===== config.mk =====
export PLATFORM = sky130hd
export DESIGN_NAME = mat_mul_ctrl
export DESIGN_NICKNAME = d
export VERILOG_FILES = /design/src/rtl/mat_mul_ctrl.sv
export SDC_FILE = /design/constraint.sdc
export NUM_CORES = 1
export LEC_CHECK = 0
export ABC_AREA = 1
export BUFFER_PORTS_ARGS = -buffer_cell sky130_fd_sc_hd__buf_4
export CAP_MARGIN = 25
export CORE_ASPECT_RATIO = 2
export CORE_MARGIN = 2
export CORE_UTILIZATION = 40
export CTS_BUF_LIST = sky130_fd_sc_hd__clkbuf_16
export DETAILED_ROUTE_END_ITERATION = 16
export GPL_TIMING_DRIVEN = 0
export RECOVER_POWER = 50
export SETUP_SLACK_MARGIN = 0.05
export SYNTH_ARGS = -nofsm -noshare
export SYNTH_HDL_FRONTEND = slang
export SYNTH_SLANG_ARGS = --single-unit

===== constraint.sdc =====
create_clock -name clk -period 2.15 [get_ports clk]
set_input_delay 0.215 -clock clk [delete_from_list [all_inputs] [get_ports clk]]
set_output_delay 0.215 -clock clk [all_outputs]
set_load 0.005 [all_outputs]

===== src/rtl/mat_mul_ctrl.sv =====
// rtl/mat_mul_ctrl.sv - SP_BRAM-driven job sequencer for the systolic matrix-multiply datapath
//
// Ports:
//   clk               rising-edge clock
//   reset             asynchronous active-low reset
//   addr_sp_bram      SP_BRAM byte address
//   enable_sp_bram    SP_BRAM port enable
//   data_out_sp_bram  SP_BRAM read data (one-cycle read latency)
//   w_enable_sp_bram  SP_BRAM byte write enables
//   data_in_sp_bram   SP_BRAM write data
//   cfg_mode          dataflow select, 0 = weight-stationary, 1 = output-stationary
//   cfg_m/k/n         latched matrix dimensions
//   load_start, compute_start, drain_start  one-cycle phase start pulses
//   load_done, compute_done, drain_done     phase-complete inputs
//   busy              high whenever the sequencer is not idle
//
// SP_BRAM word map: 0 start word, 4 mode, 8 M, 12 K, 16 N, 100 status.
// Status codes: 1 done, 2 bad configuration, 3 phase timeout.

module mat_mul_ctrl #(
  parameter int SYS_ARR_SIZE  = 8,
  parameter int DIM_W         = 4,
  parameter int PHASE_TIMEOUT = 1024
) (
  input  logic             clk,
  input  logic             reset,
  output logic [31:0]      addr_sp_bram,
  output logic             enable_sp_bram,
  input  logic [31:0]      data_out_sp_bram,
  output logic [3:0]       w_enable_sp_bram,
  output logic [31:0]      data_in_sp_bram,
  output logic             cfg_mode,
  output logic [DIM_W-1:0] cfg_m,
  output logic [DIM_W-1:0] cfg_k,
  output logic [DIM_W-1:0] cfg_n,
  output logic             load_start,
  output logic             compute_start,
  output logic             drain_start,
  input  logic             load_done,
  input  logic             compute_done,
  input  logic             drain_done,
  output logic             busy
);

  localparam int                PCNT_W    = $clog2(PHASE_TIMEOUT + 1);
  localparam logic [PCNT_W-1:0] PCNT_LAST = PCNT_W'(PHASE_TIMEOUT - 1);
  localparam logic [PCNT_W-1:0] PCNT_MAX  = '1;

  localparam logic [31:0] ADDR_START  = 32'd0;
  localparam logic [31:0] ADDR_N      = 32'd16;
  localparam logic [31:0] ADDR_STATUS = 32'd100;
  localparam logic [31:0] DIM_MAX     = 32'(SYS_ARR_SIZE);
  localparam logic [2:0]  FETCH_LAST  = 3'd4;

  localparam logic [1:0] ST_DONE    = 2'd1;
  localparam logic [1:0] ST_CFG_ERR = 2'd2;
  localparam logic [1:0] ST_TIMEOUT = 2'd3;

  typedef enum logic [2:0] {
    S_IDLE,
    S_FETCH,
    S_CHECK,
    S_LOAD,
    S_COMPUTE,
    S_DRAIN,
    S_STAT_WR,
    S_CLR_WR
  } state_t;

  state_t            state;
  state_t            state_nxt;
  logic [2:0]        fetch_cnt;
  logic              idle_armed;
  logic [31:0]       mode_word;
  logic [31:0]       m_word;
  logic [31:0]       k_word;
  logic [31:0]       n_word;
  logic [1:0]        status;
  logic [PCNT_W-1:0] phase_cnt;

  logic              cfg_ok;
  logic              in_phase;
  logic              phase_done;
  logic              timeout_hit;

  // Full 32-bit range checks so a large word with small low bits is rejected.
  assign cfg_ok = (mode_word <= 32'd1) &&
                  (m_word >= 32'd1) && (m_word <= DIM_MAX) &&
                  (k_word >= 32'd1) && (k_word <= DIM_MAX) &&
                  (n_word >= 32'd1) && (n_word <= DIM_MAX);

  assign in_phase = (state == S_LOAD) || (state == S_COMPUTE) || (state == S_DRAIN);

  // Each done input only counts while the sequencer sits in its own phase.
  assign phase_done = ((state == S_LOAD)    && load_done)    ||
                      ((state == S_COMPUTE) && compute_done) ||
                      ((state == S_DRAIN)   && drain_done);

  // The last allowed phase cycle has phase_cnt == PHASE_TIMEOUT-1; done wins a tie.
  assign timeout_hit = in_phase && !phase_done && (phase_cnt >= PCNT_LAST);

  assign busy = (state != S_IDLE);

  always_comb begin
    state_nxt        = state;
    addr_sp_bram     = 32'd0;
    enable_sp_bram   = 1'b0;
    w_enable_sp_bram = 4'b0000;
    data_in_sp_bram  = 32'd0;
    case (state)
      S_IDLE: begin
        addr_sp_bram   = ADDR_START;
        enable_sp_bram = 1'b1;
        // idle_armed masks the stale start word read back during CLR_WR.
        if (idle_armed && (data_out_sp_bram == 32'd1)) begin
          state_nxt = S_FETCH;
        end
      end
      S_FETCH: begin
        enable_sp_bram = 1'b1;
        // Addresses 4..16 on counts 0..3; count 4 re-drives 16 while N is captured.
        if (fetch_cnt == FETCH_LAST) begin
          addr_sp_bram = ADDR_N;
          state_nxt    = S_CHECK;
        end else begin
          addr_sp_bram = {27'd0, fetch_cnt + 3'd1, 2'b00};
        end
      end
      S_CHECK: begin
        state_nxt = cfg_ok ? S_LOAD : S_STAT_WR;
      end
      S_LOAD: begin
        if (load_done) begin
          state_nxt = S_COMPUTE;
        end else if (timeout_hit) begin
          state_nxt = S_STAT_WR;
        end
      end
      S_COMPUTE: begin
        if (compute_done) begin
          state_nxt = S_DRAIN;
        end else if (timeout_hit) begin
          state_nxt = S_STAT_WR;
        end
      end
      S_DRAIN: begin
        if (drain_done || timeout_hit) begin
          state_nxt = S_STAT_WR;
        end
      end
      S_STAT_WR: begin
        addr_sp_bram     = ADDR_STATUS;
        enable_sp_bram   = 1'b1;
        w_enable_sp_bram = 4'b1111;
        data_in_sp_bram  = {30'd0, status};
        state_nxt        = S_CLR_WR;
      end
      S_CLR_WR: begin
        addr_sp_bram     = ADDR_START;
        enable_sp_bram   = 1'b1;
        w_enable_sp_bram = 4'b1111;
        data_in_sp_bram  = 32'd0;
        state_nxt        = S_IDLE;
      end
      default: begin
        state_nxt = S_IDLE;
      end
    endcase
  end

  always_ff @(posedge clk or negedge reset) begin
    if (!reset) begin
      state         <= S_IDLE;
      fetch_cnt     <= 3'd0;
      idle_armed    <= 1'b0;
      mode_word     <= 32'd0;
      m_word        <= 32'd0;
      k_word        <= 32'd0;
      n_word        <= 32'd0;
      status        <= 2'd0;
      phase_cnt     <= '0;
      cfg_mode      <= 1'b0;
      cfg_m         <= '0;
      cfg_k         <= '0;
      cfg_n         <= '0;
      load_start    <= 1'b0;
      compute_start <= 1'b0;
      drain_start   <= 1'b0;
    end else begin
      state      <= state_nxt;
      idle_armed <= (state == S_IDLE);

      if (state == S_FETCH) begin
        fetch_cnt <= fetch_cnt + 3'd1;
      end else begin
        fetch_cnt <= 3'd0;
      end

      // Read data lags the address by one cycle, so count k captures address 4*k.
      if (state == S_FETCH) begin
        case (fetch_cnt)
          3'd1:    mode_word <= data_out_sp_bram;
          3'd2:    m_word    <= data_out_sp_bram;
          3'd3:    k_word    <= data_out_sp_bram;
          3'd4:    n_word    <= data_out_sp_bram;
          default: ;
        endcase
      end

      // Any state change clears the counter, which covers every phase entry.
      if (state_nxt != state) begin
        phase_cnt <= '0;
      end else if (in_phase && (phase_cnt != PCNT_MAX)) begin
        phase_cnt <= phase_cnt + 1'b1;
      end

      if ((state == S_CHECK) && cfg_ok) begin
        cfg_mode <= mode_word[0];
        cfg_m    <= m_word[DIM_W-1:0];
        cfg_k    <= k_word[DIM_W-1:0];
        cfg_n    <= n_word[DIM_W-1:0];
      end

      if ((state == S_CHECK) && !cfg_ok) begin
        status <= ST_CFG_ERR;
      end else if ((state == S_DRAIN) && drain_done) begin
        status <= ST_DONE;
      end else if (timeout_hit) begin
        status <= ST_TIMEOUT;
      end

      // Registered so each pulse lands in the first cycle of the state it starts.
      load_start    <= (state == S_CHECK) && cfg_ok;
      compute_start <= (state == S_LOAD) && load_done;
      drain_start   <= (state == S_COMPUTE) && compute_done;
    end
  end

endmodule


Word-level counts from Yosys, hierarchy flattened
Cells that the tools add are included.
W data, S select, Z words.
Storage, ports and cells
  word-level logic and storage cells: 91
  output and inout port bits: 86
  input port bits: 37
  register bits: 164
Operators by class
  reduce and logical (&&, ||, !) cells: 32
  equal/unequal tests: 14
  muxes and demuxes: 19
  add/sub/neg operators: 2
  $lt $le $gt $ge: 8
Operators by type and width (count)
  $ge A32 B1 Y1 const B: 3
  $le A32 B4 Y1 const B: 3
  $eq A32 B1 Y1 const B: 1
  $le A32 B1 Y1 const B: 1
  $mux W3: 8
  $pmux W3 S8: 1
  $mux W11: 2
  $eq A3 B3 Y1 const B: 5
  $logic_and A1 B1 Y1: 15
  $pmux W7 S2: 1
  $eq A3 B2 Y1 const B: 4
  $add A11 B1 Y11 const B: 1
  $ge A11 B10 Y1 const B: 1
  $ne A11 B11 Y1 const B: 1
  $mux W2: 4
  $reduce_and A2 Y1: 4
  $eq A3 B1 Y1 const B: 2
  $reduce_bool A3 Y1: 2
  $logic_or A1 B1 Y1: 5
  $mux W5: 1
  $mux W4: 1
  $reduce_or A4 Y1: 1
  $add A3 B1 Y3 const B: 1
  $logic_not A3 Y1: 1
  5 further kinds: 6

Depth between registers and ports, before layout
Gate-level depths: netlist of run 1.
  depth in word-level cells: 12
  gate-level depth with buffers: 16
  gate-level depth less buffers: 14

Least setup slack after synthesis of run 1
Ideal clock, no wire load.
  kind: flip-flop to flip-flop
  from: register state[0]
  to: register phase_cnt[5]
  period minus slack after synthesis: 1.706 ns
  required time: 2.029 ns
  library setup time: 0.121 ns
  buffers on the path: 2
  cell stages (with the launch flop): 15
  arrival: 1.586 ns
  slack: 0.444 ns
  cell sequence: dfrtp_1 -> buf_6 -> nor2_2 -> nand2_1 -> nand2_1 -> nor2_4 -> nor2_4 -> nand2_4 -> a21oi_2 -> nand3_2 -> nand2_1 -> nand2_1 -> nand2_2 -> buf_6 -> nor2_2
On the way
  word-level cells in the longest chain between the ends: 12
  elaborated cells between the ends (all ways): 30
  those cells by class: 8 x eq/ne; 8 x mux; 14 x reduce/logical
RTL lines
  start, declared: line 70  | state_t state;
  start signal, assigned: line 190  | state <= state_nxt;
  $eq A3 B2 Y1 or $eq A3 B3 Y1 (tied branches)
  $logic_and A1 B1 Y1, on equally long branches: line 95, 96
  $logic_or A1 B1 Y1: line 95  | assign phase_done = ((state == S_LOAD) && load_done) ||
  $logic_or A1 B1 Y1: line 96  | ((state == S_COMPUTE) && compute_done) ||
  $logic_not A1 Y1: line 100  | assign timeout_hit = in_phase && !phase_done && (phase_cnt >= PCNT_LAST);
  $logic_and A1 B1 Y1 (2 in series): line 100
  $mux W3 or $logic_or A1 B1 Y1 (tied branches): line 135, 142, 147
  $mux W3, on equally long branches: line 140, 133, 147
  $pmux W3 S8 *: line 110  | case (state)
  via state_nxt[0]: line 71  | state_t state_nxt;
  $ne A3 B3 Y1 *: line 211  | if (state_nxt != state) begin
  $mux W11 or $reduce_bool A2 Y1 (tied branches)
  end signal, assigned: line 214  | phase_cnt <= phase_cnt + 1'b1;
  end, declared: line 79  | logic [PCNT_W-1:0] phase_cnt;
Mark *: on every way through the listed nets, which the timed path passes. The rest lies on a longest branch.
A chain may end at the register's enable or synchronous reset.

Final worst setup path of run 1
  from: register state[0]
  to: output addr_sp_bram[2]
On the way
  word-level cells in the longest chain between the ends: 2
  elaborated cells between the ends (all ways): 3
  those cells by class: 2 x eq/ne; 1 x mux
RTL lines
  $eq A3 B3 Y1 or $eq A3 B1 Y1 (tied branches): line 110
  $pmux W7 S2 *: line 110
  end, declared: line 27  | output logic [31:0] addr_sp_bram,
Every way passes the cells marked *; elsewhere a longest branch is shown, timed or not.

==> run summary, run 1 <==
Dividing the final minimum period by the clock period gives 94.5%. The final-report hold violation count is 0. Across all setup checks in the final design, the least slack found is 119 ps. The post-CTS clock slew at the launch and capture registers of the worst setup and hold paths was 60 ps. The final count of pins violating max slew was 0. Counting distinct cell types in the post-synthesis netlist gives 33.

In the final routed layout, each cell accounts on average for 15.3 um. The post-synthesis average cell area was 8.68 um2. The analysis attributes to cell leakage a power of 4.76 nW.

For this run, the number of Yosys warnings is 0. The tools report the total global-route track usage as 19.7%. The tools report the number of buffers created by CTS as 17. The run finished with clean final reports. The worst-case IR drop observed on VDD is 448 uV. The via count of the first global-routing pass is 5,780. The sequential element share of the synthesized area was 54.8%.

Cell internal power was estimated by the tool at 0.00678 W. The slowest library cell on the worst path is sky130_fd_sc_hd__dfrtp_1. After routing, the total negative slack on setup checks comes to 0 ps. The number of cell rows was 70. Tracing the worst setup path back leads to its startpoint at state[0]. Startpoint of the worst-slack reg-to-reg timing path: state[0]. First-pass iteration count of the detailed router: 5. The root buffer cell chosen for the clock tree is sky130_fd_sc_hd__clkbuf_16. The run gives 492 MHz as the highest clock frequency the design can meet. The number of antenna violations at the first check in global routing was 0; the die outline area was 19,900 um2. In the routed design, unresolved DRC markers number 0. The worst setup path is launched from a register.

Timing analysis after detailed placement gives a worst setup slack of -48.5 ps. TritonCTS built the clock tree. Setup repair after global routing could not meet its margin everywhere. Initial core utilization: 40.9%. The tools report the startpoint of the worst hold path as data_out_sp_bram[1]. The run gives 140 ps as the worst setup slack for register-to-register paths. In this run the power density over the cells is 1050 nW/um2. Synthesis inferred 164 register bits. The clock network burns 34.1% of the power. The detailed router placed 5,860 vias in this run. The kind of cell with the highest combined delay along the critical path is buffers and inverters. The first global-routing pass estimated 29.8 mm of wire.

The die height was 197 um. Global routing finished with a remaining overflow of 0. For this run, the post-layout net count is 1,050. Cells with a size suffix above 1 make up 22.1% of the layout.

The run gives 7.25 ps as the worst setup skew after layout. The start-to-end type of the worst setup path is register to output pin. The number of clock sinks is 164.

The required time at the worst-slack endpoint is 1930 ps, and the final number of setup-violating endpoints is 0. The dominant cell type by area after synthesis was sky130_fd_sc_hd__dfrtp_1. Summing every instance area after synthesis gives 7480 um2.

The run gives 123 as the top-level I/O count. The switching part of the total power was 30.6%; the number of filler instances in the final layout was 1,804. The routability congestion estimate from global placement is 0.900, and the number of violations reported at the end of detailed-routing iteration 0 is 316.

The clock passes through at most 2 buffers. By area the synthesized netlist is led by sky130_fd_sc_hd__dfrtp_1 55%, sky130_fd_sc_hd__nand2_1 11%, sky130_fd_sc_hd__o21ai_0 9.6%. Detailed-placement wirelength estimate: 14.0 mm.

The tools report the post-placement cell area as 8490 um2. The worst setup path is captured at an output pin. The buffering stage count on the worst path with inverters included is 4.

The area fraction of the dominant cell type after synthesis is 54.8%, and the measured slew at the worst slew-check pin is 599 ps. For the latest clock arrival within the worst-skew pair, the log shows 430 ps. Headroom to the max-slew limit came out at 60.1%. The synthesis-to-finish area growth works out to 23.8%. Sequential cells account for 42.9% of the total power. The core region is 18,300 um2. At the worst endpoint, the arrival time is 1820 ps. Walking the worst path, the cells encountered are buf_6 > inv_2 > nor2_2 > nand2_4 > inv_1 > nand2_1 > o21ai_2 > buf_4. Combinational cells account for 23.0% of the total power. The min-delay analysis places its worst path in the category primary input to register.

The final non-filler cell area was 9270 um2; the die width was 101 um. Synthesis produced a netlist whose cell count is 862. The total of buffers placed on input and output ports was 65. The shortest period the worst path allows works out to 2030 ps. The maximum single-stage delay on the critical path was 340 ps; the via density per instance was 4.74. The maximum number of pins on one net before global-route repair came out at 114.

Once detail routing completed, the nets flagged for antenna violations numbered 0. Along the worst path, the maximum fanout reaches 8. The logs give 0 for the max-cap violation count and 18.9 mm for the total length of routed wires. The H-tree was split into 4 levels.

The number of antenna cells inserted is 0. The run gives 0.00299 W as the net load switching power.
## registers in the layout (all words and copies together), names as in the netlist
signal and cells:
cfg_n 4, cfg_m 4, mode_word 32, cfg_mode 1, phase_cnt 11, cfg_k 4
fetch_cnt 3, n_word 32, idle_armed 1, state 3, m_word 32, load_start 1
drain_start 1, status 2, compute_start 1, k_word 32
## repair_timing
item | in CTS | in global routing
setup buffers | 0 | 3
gates resized for setup | 10 | 34
gates cloned | 0 | 0
hold buffers | 1 | 0
pin swaps | 0 | 2
endpoints found under the setup margin | 46 | 128
hold endpoints to repair | 51 | 0
## layout make-up
type,instances,area [um2],area share (%)
tap,216,270,2.92
clock inverter,15,214,2.31
clock buffer,17,425,4.59
timing repair buffer,70,556,6.00
multi-input combinational,592,2810,30.3
buffer,90,611,6.59
inverter,72,274,2.96
sequential,164,4110,44.3
## cells in the mapped netlist, drive strengths merged
cell type	n
nand2	217
dfrtp	164
o21ai	143
nor2	108
inv	72
buf	64
clkbuf	26
nand4	21
nand3	20
xor2	7
ha	6
nor3	3
a21oi	2
a31oi	1
a32oi	1
conb	1
nand3b	1
nor3b	1
nor4	1
o211ai	1
o22ai	1
xnor2	1
## power groups by stage
| stage | Sequential, W | Clock, W | Combinational, W |
|---|---|---|---|
| floorplan | 0.00412 | 0 | 0.00152 |
| global placement | 0.00421 | 0 | 0.00209 |
| detailed placement | 0.00424 | 0 | 0.00214 |
| finish | 0.00420 | 0.00333 | 0.00225 |
| global route | 0.00427 | 0.00349 | 0.00256 |
| CTS | 0.00419 | 0.00336 | 0.00217 |
## tightest hold or removal path, cell delays in order
cell and delay (ps):
sky130_fd_sc_hd__buf_4 90, sky130_fd_sc_hd__nand2_1 40, sky130_fd_sc_hd__o21ai_0 50
## metal layers
layer	track usage (%)	wire length, um	vias up
met5	0	0	-
met4	7.97	518	0
met3	2.83	580	28
met2	38.0	10900	126
met1	20.7	6900	2797
li1	-	-	2909
## final timing paths
kind / end / cells past startpoint
max reg2reg: phase_cnt[4] / 16
max: addr_sp_bram[2] / 8
min: n_word[1] / 3
max in group asynchronous: k_word[24] / 3
min reg2reg: cfg_mode / 2
min in group asynchronous: phase_cnt[6] / 2
## cells by family (layout without fill, tap and decap cells)
logic type	count (synthesis)	in the layout	synth area share (%)
buf+inv	162	264	11.5
xor+xnor	8	8	0.936
simple gates	372	372	21.5
other cells	1	57	0.0501
flops	164	164	54.8
fa+ha+maj	6	6	1.00
compound gates	149	149	10.1
## layout by cell type (no fill, tap or decap), types with 2 or more instances in the layout
cell type and instances:
sky130_fd_sc_hd__nand2_2 6, sky130_fd_sc_hd__nand3_4 2, sky130_fd_sc_hd__nand2_4 2, sky130_fd_sc_hd__nand3_2 6, sky130_fd_sc_hd__inv_2 3, sky130_fd_sc_hd__clkbuf_2 11, sky130_fd_sc_hd__xor2_1 7, sky130_fd_sc_hd__ha_1 5
sky130_fd_sc_hd__clkbuf_4 2, sky130_fd_sc_hd__nor2_1 83, sky130_fd_sc_hd__nand4_1 21, sky130_fd_sc_hd__clkbuf_1 14, sky130_fd_sc_hd__nand2_1 209, sky130_fd_sc_hd__nor3_1 2, sky130_fd_sc_hd__clkinv_2 3, sky130_fd_sc_hd__buf_8 2
sky130_fd_sc_hd__inv_1 69, sky130_fd_sc_hd__clkinvlp_4 3, sky130_fd_sc_hd__o21ai_0 142, sky130_fd_sc_hd__conb_1 57, sky130_fd_sc_hd__nand3_1 12, sky130_fd_sc_hd__nor2_2 17, sky130_fd_sc_hd__clkinv_4 3, sky130_fd_sc_hd__bufinv_16 5
sky130_fd_sc_hd__dfrtp_1 163, sky130_fd_sc_hd__clkbuf_16 17, sky130_fd_sc_hd__nor2_4 8, sky130_fd_sc_hd__buf_4 126
## stage by stage
step / power (W) / hold slack, ps / util, % / std cells
after detailed placement: 0.00638 / 149 / 46.4 / 1200
after global placement: 0.00630 / 453 / 46.2 / 1199
final: 0.00977 / 11.6 / 50.6 / 1236
after global routing: 0.0103 / 22.8 / 50.6 / 1236
after floorplan: 0.00563 / -80.6 / - / 918
after CTS: 0.00972 / 3.54 / 50.1 / 1233
Power figures use the tool's default switching activity.
==> inputs of run 2 (changes only) <==
--- a/config.mk
+++ b/config.mk
@@ -11,7 +11,7 @@
 export CORE_ASPECT_RATIO = 2
 export CORE_MARGIN = 2
 export CORE_UTILIZATION = 40
-export CTS_BUF_LIST = sky130_fd_sc_hd__clkbuf_16
+export CTS_BUF_LIST = sky130_fd_sc_hd__clkbuf_4
 export DETAILED_ROUTE_END_ITERATION = 16
 export GPL_TIMING_DRIVEN = 0
 export RECOVER_POWER = 50
==> run summary, run 2 (synthesis gave the netlist of run 1 again) <==
Summed over all nets, the half-perimeter wirelength after detailed placement is 14.0 mm. Before antenna repair, the detailed router went through 5 iterations. Counting the buffers created by CTS gives 17. In this run the tightest slew margin relative to its limit is 9.29%. The tightest hold path in the finished design has a slack of 34.6 ps. The filler-free cell count of the finished design is 1,277, and the post-CTS clock slew at the launch and capture registers of the worst setup and hold paths is 140 ps. The share of post-route cells with drive strength above 1 is 22.5%, and the core occupancy in the finished layout is 51.2%.

On the worst path, the slowest cell contributes a delay of 440 ps. Across the VDD grid, the largest voltage drop is 365 uV. The tools report the accumulated negative setup slack as 0 ps. The initial core utilization came out at 40.9%. The worst setup skew after layout is 24.0 ps, and the routed length per instance is 14.9 um.

The run gives 5,865 as the via count of the first global-routing pass. The arrival time at the worst endpoint was 1830 ps. The worst path setup slack after routing is 105 ps, and the net total in the final layout is 1,090. The slowest library cell on the worst path was sky130_fd_sc_hd__dfrtp_1. Entering global routing, the biggest net connects 114 pins. Across every metal layer, demand over resource in global routing totals 19.8%.

TritonCTS built the clock tree. The run gives 338 as the number of violations reported at the end of detailed-routing iteration 0. Data on the critical path is required at its endpoint by 1930 ps. The cell family contributing the most delay on the critical path is flip-flops. For this design, the sink count on the clock tree is 164. Setup violations remaining at the end of the flow were counted as 0. The run finished with clean final reports.

The highest clock frequency the design can meet is 489 MHz, and the leftover overflow at the end of global routing is 0. The critical path goes through inv_1 > ha_1 > nand2_2 > nand2_4 > o21ai_2 > buf_4. Setup repair after global routing could not meet its margin everywhere.

The first global-routing pass estimated 30.1 mm of wire. STA classifies the critical path endpoint as an output pin. The shortest period the worst path allows works out to 2050 ps. The top-level I/O count is 123, and the number of buffers between clock root and the deepest sink is 2. For this design the ratio of total power to cell area is 929 nW/um2. The latest clock arrival within the worst-skew pair was 580 ps; the final count of pins violating max slew was 0.

The tools report the nature of the critical path startpoint as a register. The routability congestion estimate from global placement was 0.900; the leakage power total was 4.80 nW. The routed layout has 5,984 vias.

Timing analysis after detailed placement gives a worst setup slack of -48.5 ps. CTS built an H-tree with a depth of 4. Measured slew at the worst slew-check pin: 1360 ps. The core region is 18,300 um2. In the routed layout, each cell is associated on average with a via count of 4.69. The total length of routed wires was 19.1 mm; the number of cell rows was 70. The start-to-end type of the worst setup path is register to output pin. The number of antenna violations at the first check in global routing came out at 1. The most common library cell in the layout ignoring fill and taps is sky130_fd_sc_hd__nand2_1. The total of buffers placed on input and output ports came out at 65. Along the worst path, the maximum fanout reaches 4. Buffer type at the clock tree root: sky130_fd_sc_hd__clkbuf_4. Max-cap violations in this run came to 0. Counting both buffers and inverters, the worst setup path holds a total of 2. The ratio of final minimum period to clock period was 95.1%. The die covers 19,900 um2. Die width: 101 um. In this run the remaining antenna-violating nets after routing total 0.

Compared with the post-synthesis result, the final layout area differs by 25.2%. In the routed design, unresolved DRC markers number 0. In the layout the commonest cells are 205 x sky130_fd_sc_hd__nand2_1, 163 x sky130_fd_sc_hd__dfrtp_1, 142 x sky130_fd_sc_hd__o21ai_0, 135 x sky130_fd_sc_hd__buf_4, 81 x sky130_fd_sc_hd__nor2_1. In this run the worst hold path is classified as primary input to register. The tools report the count of placed standard cells including taps as 1,200. The die height was 197 um.

The final-report hold violation count is 0.
[run 2: cell count changes in the layout (fill, tap and decap cells not counted), moves of 3 or more]
cell | previous run | this run
sky130_fd_sc_hd__clkbuf_16 | 17 | 0
sky130_fd_sc_hd__nand2_2 | 6 | 9
sky130_fd_sc_hd__nand2_1 | 209 | 205
sky130_fd_sc_hd__clkbuf_4 | 2 | 18
sky130_fd_sc_hd__dlygate4sd3_1 | 1 | 34
sky130_fd_sc_hd__buf_4 | 126 | 135
[run 2: tightest hold or removal path, delay by kind of cell]
| family | cells | cell delay, ps |
|---|---|---|
| buffers and inverters | 2 | 180 |
| AO/OA/AOI/OAI | 1 | 170 |
[run 2: what timing repair did]
| action | 4_1_cts | 5_1_grt |
|---|---|---|
| setup buffers | 2 | 8 |
| resized for setup | 20 | 31 |
| hold buffers | 33 | 1 |
| hold endpoints to repair | 153 | 1 |
| endpoints found under the setup margin | 61 | 58 |
| pin swaps | 2 | 5 |
[run 2: final timing paths]
path	startpoint	to	slack [ps]	cells past startpoint
max	fetch_cnt[0]	addr_sp_bram[2]	100	6
min	data_out_sp_bram[7]	n_word[7]	30	3
max reg2reg	fetch_cnt[0]	k_word[8]	120	5
min reg2reg	cfg_mode	cfg_mode	500	2
max in group asynchronous	reset	k_word[26]	490	3
min in group asynchronous	reset	phase_cnt[6]	460	2
[run 2: where the power goes]
part | total (W) | leakage [nW] | internal (W) | switching (W)
logic | 0.00236 | 2.92 | 0.00102 | 0.00134
clock network | 0.00216 | 0.179 | 0.00105 | 0.00111
registers | 0.00418 | 1.70 | 0.00378 | 0.000409
total | 0.00870 | 4.80 | 0.00584 | 0.00286
[run 2: through the flow]
stage	area [um2]	power, W
6_report	9370	0.00870
5_1_grt	9370	0.00927
4_1_cts	9240	0.00865
3_5_place_dp	8490	0.00638
3_3_place_gp	8450	0.00630
2_1_floorplan	7690	0.00563
[run 2: cell type report]
class                           count  area [um2]
Buffer                             90         609
Timing Repair Buffer              110         928
Sequential cell                   164        4110
Fill cell                        1807        8940
Clock inverter                     14         210
Multi-Input combinational cell    592        2840
Tap cell                          216         270
Antenna cell                        1        2.50
Clock buffer                       18         135
Inverter                           72         270
[run 2: metal layers]
| metal | vias to the layer above | part of all wire (%) | global-route usage (%) |
|---|---|---|---|
| met5 | - | 0 | 0 |
| met4 | 0 | 2.5 | 7.66 |
| met2 | 126 | 58 | 38.4 |
| met3 | 21 | 2.9 | 3.40 |
| met1 | 2842 | 37 | 20.5 |
| li1 | 2995 | - | - |
